**config.mk**
```make
export PLATFORM = sky130hd
export DESIGN_NAME = impuls_scheduler
export DESIGN_NICKNAME = d
export VERILOG_FILES = /design/src/rtl/impuls_scheduler.sv
export SDC_FILE = /design/constraint.sdc
export NUM_CORES = 1
export LEC_CHECK = 0
export BUFFER_PORTS_ARGS = -buffer_cell sky130_fd_sc_hd__buf_2
export CAP_MARGIN = 20
export CORE_MARGIN = 3
export CORE_UTILIZATION = 60
export CTS_BUF_LIST = sky130_fd_sc_hd__clkbuf_4 sky130_fd_sc_hd__clkbuf_8
export CTS_CLUSTER_SIZE = 14
export DETAILED_ROUTE_END_ITERATION = 10
export PLACE_DENSITY_LB_ADDON = 0.2
export SLEW_MARGIN = 40
export SYNTH_ARGS = -nofsm -noshare
export SYNTH_HDL_FRONTEND = slang
export SYNTH_SLANG_ARGS = --single-unit
```
**constraint.sdc**
```tcl
create_clock -name clock -period 5.1 [get_ports clock]
set_clock_uncertainty 0.1 [all_clocks]
set_input_delay 1.02 -clock clock [delete_from_list [all_inputs] [get_ports clock]]
set_output_delay 1.02 -clock clock [all_outputs]
set_load 0.05 [all_outputs]
```
**src/rtl/impuls_scheduler.sv**
```systemverilog
// Round-robin scheduler sharing one msec-timed pulse output among several
// asynchronous impulse inputs, with per-channel pending and overrun flags.
module impuls_scheduler #(
   parameter int CHANNELS = 4,
   parameter int HOLD_MS  = 18,
   parameter int GAP_MS   = 2,
   parameter int CW       = $clog2(CHANNELS)
) (
   input  logic                clock,
   input  logic                reset,
   input  logic                msec,
   input  logic [CHANNELS-1:0] impuls,
   input  logic                lost_clr,
   output logic [15:0]         imp,
   output logic [CW-1:0]       imp_ch,
   output logic                busy,
   output logic [CHANNELS-1:0] pending,
   output logic [CHANNELS-1:0] lost
);

   localparam logic [1:0] IDLE = 2'd0;
   localparam logic [1:0] ARB  = 2'd1;
   localparam logic [1:0] HOLD = 2'd2;
   localparam logic [1:0] GAP  = 2'd3;

   localparam logic [4:0] HOLD_LAST = 5'(HOLD_MS - 1);
   localparam logic [4:0] GAP_LAST  = 5'((GAP_MS > 0) ? GAP_MS - 1 : 0);

   logic [CHANNELS-1:0] s1, s2, s3;
   logic [CHANNELS-1:0] edge_det;
   logic [CHANNELS-1:0] grant_mask;
   logic                msec_d;
   logic                msec_rise;
   logic [1:0]          state;
   logic [CW-1:0]       last;
   logic [CW-1:0]       grant;
   logic [CW-1:0]       grant_hi;
   logic [CW-1:0]       grant_lo;
   logic                hi_found;
   logic                lo_found;
   logic [4:0]          ms_cnt;
   logic                imp_on;

   always_ff @(posedge clock or negedge reset) begin
      if (!reset) begin
         s1     <= '0;
         s2     <= '0;
         s3     <= '0;
         msec_d <= 1'b0;
      end else begin
         s1     <= impuls;
         s2     <= s1;
         s3     <= s2;
         msec_d <= msec;
      end
   end

   assign edge_det  = s2 & ~s3;
   assign msec_rise = msec & ~msec_d;

   // Round-robin: lowest pending index above last wins, else wrap to the lowest overall.
   always_comb begin
      grant_hi = '0;
      grant_lo = '0;
      hi_found = 1'b0;
      lo_found = 1'b0;
      for (int unsigned i = 0; i < CHANNELS; i++) begin
         if (pending[i] && !lo_found) begin
            grant_lo = CW'(i);
            lo_found = 1'b1;
         end
         if (pending[i] && (i > 32'(last)) && !hi_found) begin
            grant_hi = CW'(i);
            hi_found = 1'b1;
         end
      end
      grant = hi_found ? grant_hi : grant_lo;
   end

   always_comb begin
      grant_mask = '0;
      for (int unsigned i = 0; i < CHANNELS; i++) begin
         grant_mask[i] = (state == ARB) && (grant == CW'(i));
      end
   end

   // A fresh edge outranks both the grant clear and the lost_clr strobe.
   always_ff @(posedge clock or negedge reset) begin
      if (!reset) begin
         pending <= '0;
         lost    <= '0;
      end else begin
         pending <= (pending & ~grant_mask) | edge_det;
         lost    <= (lost & ~{CHANNELS{lost_clr}}) | (edge_det & pending & ~grant_mask);
      end
   end

   always_ff @(posedge clock or negedge reset) begin
      if (!reset) begin
         state  <= IDLE;
         last   <= CW'(CHANNELS - 1);
         imp_ch <= '0;
         imp_on <= 1'b0;
         ms_cnt <= '0;
      end else begin
         case (state)
            IDLE: begin
               if (|pending) state <= ARB;
            end
            ARB: begin
               last   <= grant;
               imp_ch <= grant;
               imp_on <= 1'b1;
               ms_cnt <= '0;
               state  <= HOLD;
            end
            HOLD: begin
               if (msec_rise) begin
                  if (ms_cnt == HOLD_LAST) begin
                     imp_on <= 1'b0;
                     ms_cnt <= '0;
                     state  <= (GAP_MS == 0) ? IDLE : GAP;
                  end else begin
                     ms_cnt <= ms_cnt + 5'd1;
                  end
               end
            end
            GAP: begin
               if (msec_rise) begin
                  if (ms_cnt == GAP_LAST) begin
                     ms_cnt <= '0;
                     state  <= IDLE;
                  end else begin
                     ms_cnt <= ms_cnt + 5'd1;
                  end
               end
            end
            default: state <= IDLE;
         endcase
      end
   end

   assign imp  = {16{imp_on}};
   assign busy = (state != IDLE);

endmodule

```
==> impl_metrics.csv <==
group,metric,value,unit
setup_path,critPathRequiredTime,3.98,ns
setup_path,cp_slowest_cell,"dfrtp_1",
clock_tree,postCtsSetupRepairBufs,0,
die,start_util,67.3,%
timing,period_needed,2.53,ns
detailed_routing,viasPerCell,5.52,
grt,grt_pass1_wl,4510,um
setup_path,critPathCaptureType,"output pin",
die,core,2340,um2
timing,grt_setup_unrepaired,"no",
setup_path,cp.depth,4,
grt,grt_pass1_vias,1046,
timing,finalSetupViolCount,0,
clock_tree,htreeDepth,2,
logic_synthesis,synth-seq-area-share,52.6,%
setup_path,path_buf_inv,3,
timing,maxSlewHeadroom,53.9,%
detailed_routing,drtIter0Drc,62,
timing,whs,0.252,ns
setup_path,worstSetupPathType,"reg -> out",
placement,hpwl,2000,um
placement,place_congestion,0.752,
pwr,power_density,584,nW/um2
cells_and_area,final_area,1700,um2
cells_and_area,final_core_util,72.5,%
placement,port_buffers,34,
detailed_routing,vias,1081,
detailed_routing,ant_nets,0,
logic_synthesis,avgSynthCellArea,10.9,um2
timing,setup_tns,0,ns
grt,grt_max_degree,34,
clock_tree,cts_sinks,33,
cells_and_area,diodes,0,
clock_tree,clk_pin_slew_worst_paths,0.11,ns
cells_and_area,nNetsFinal,181,
setup_path,cp_max_fo,4,
grt,grt_usage,18.3,%
timing,tightest_slew,0.691,ns
placement,placed_area,1640,um2
die,rows,17,
timing,fmax,395,MHz
clock_tree,root_buffer,"clkbuf_4",
pwr,p_total,0.991,mW
hold_path,hold_end,"s2[1]",
timing,slew_viol_final,0,
cells_and_area,nFillCells,178,
clock_tree,cts.path.max_buffers,2,
die,chipWidth,57.2,um
clock_tree,cts.repair.resized,0,
cells_and_area,areaGrowthSynthToFinish,7.70,%
setup_path,critPathTopFamily,"flip-flops",
setup_path,r2r_setup_slack,3.17,ns
setup_path,start_kind,"register",
clock_tree,hold_buffers,0,
setup_path,path_cells,"inv_1 > ha_1 > inv_1 > buf_2",
logic_synthesis,synth_area_leaders,"dfrtp_1 (49%), buf_4 (8.1%), ha_1 (4.8%)",
logic_synthesis,ys_warn_count,0,
detailed_routing,firstDrtPassIters,4,
detailed_routing,remaining_drc_errors,0,
clock_tree,cts_buffers,5,
setup_path,max_stage_delay,0.44,ns
logic_synthesis,synth_nets,158,
logic_synthesis,async_flop_share,100,%
die,die_area,3280,um2
logic_synthesis,synth_seq_cells,33,
setup_path,worstReg2RegStart,"state[1]",
hold_path,hold_class,"reg -> reg",
cells_and_area,drive_gt1_share,33.9,%
logic_synthesis,syn_inst,144,
clock_tree,clk_latency,0.34,ns
clock_tree,cts_tree,"built",
timing,hold_viol,0,
run,drv_cap,0,
setup_path,rr_worst_depth,6,
pwr,power.leakage,0.798,nW
grt,overflow,0,
die,dieHeight,57.2,um
setup_path,r2r-end,"lost[2]",
detailed_routing,wl,2670,um
logic_synthesis,synth_area_leader_cell,"dfrtp_1",
grt,antenna_found_initial,0,
logic_synthesis,netlist_area,1580,um2
pwr,ir_drop,0.000372,V
timing,period_share,49.7,%
hold_path,min_from,"s1[1]",
logic_synthesis,yosys.area.top_type_share,49.2,%
setup_path,cp_common_cell,"inv_1",
logic_synthesis,synth_cell_types,34,
detailed_routing,routedWlPerCell,13.6,um
hold_path,holdPathStages,0,
logic_synthesis,synth_edf_count,0,
run_status,status,"finished clean",
setup_path,arrival,1.41,ns
die,io_pins,35,
logic_synthesis,synth_ff_type,"dfrtp_1",
[state kept, by name, indices dropped and copies added (netlist names)]
name,count
imp_ch,2
imp_on,1
pending,4
s2,4
state,2
ms_cnt,5
s3,4
msec_d,1
last,2
s1,4
lost,4
[worst register-to-register path, delay by kind of cell, from the launching register on]
family          cells  cell delay, ns
fa+ha+maj           1            0.33
buf+inv             2            0.26
flops               1            0.45
compound gates      3            0.69
[worst max path at each step]
stage	from	end
4_1_cts	state[0]	busy
6_report	state[0]	busy
2_1_floorplan	state[1]	busy
3_3_place_gp	msec	ms_cnt[3]
5_1_grt	state[1]	busy
3_5_place_dp	msec	ms_cnt[2]
[layout by cell type (no fill, tap or decap), types with 2 or more instances in the layout]
cell type,Yosys,layout
o21ai_0,12,12
clkinv_2,0,2
ha_1,6,6
dfstp_2,2,2
nand4_1,2,2
a31o_2,2,2
and2b_1,2,2
nand2_1,8,8
inv_1,15,15
nand2b_1,5,5
a21oi_1,6,6
nor2b_1,2,2
nor2_1,7,7
mux2i_1,2,2
o41ai_2,2,2
clkbuf_4,0,5
dfrtp_1,31,31
buf_2,0,34
nand3_1,2,2
o22ai_1,5,5
[synthesized netlist by cell type (5+ instances only)]
master    instances
nor2_1            7
buf_4            17
inv_1            15
ha_1              6
o22ai_1           5
dfrtp_1          31
nand2_1           8
o21ai_0          12
a21oi_1           6
nand2b_1          5
[cell type report]
cell class | count | area [um2] | area share (%)
multi-input cells | 78 | 552 | 32.5
inverters | 15 | 56.3 | 3.32
repair buffers | 34 | 170 | 10.0
clock inverters | 3 | 17.5 | 1.03
clock buffers | 5 | 37.5 | 2.21
flip-flops and latches | 33 | 828 | 48.8
well taps | 28 | 35.0 | 2.06
[kinds of logic (layout without fill, tap and decap cells)]
family / count (synthesis) / after routing / share of synthesized area (%)
mux: 3 / 3 / 2.22
fa+ha+maj: 6 / 6 / 4.77
compound gates: 36 / 36 / 16.6
simple gates: 33 / 33 / 11.4
buf+inv: 33 / 57 / 12.4
flops: 33 / 33 / 52.6
[metrics by stage]
stage	setup slack, ns	std cells
6_report	2.57	196
5_1_grt	2.49	196
4_1_cts	2.56	196
3_5_place_dp	2.78	188
3_3_place_gp	2.94	188
2_1_floorplan	3.02	144
[power breakdown]
part	internal (mW)	leakage [nW]	switching (mW)	total, mW
combinational	0.155	0.380	0.311	0.466
sequential	0.325	0.387	0.0599	0.385
clock	0.0519	0.0310	0.0886	0.140
total	0.531	0.798	0.460	0.991
[metal layers]
layer,track usage (%),share of wire [%],vias up
li1,-,-,527
met1,20.9,45,506
met2,31.3,46,42
met3,6.56,7.3,6
met4,7.28,1.6,0
met5,0,0,-
(Power assumes the default switching activity.)
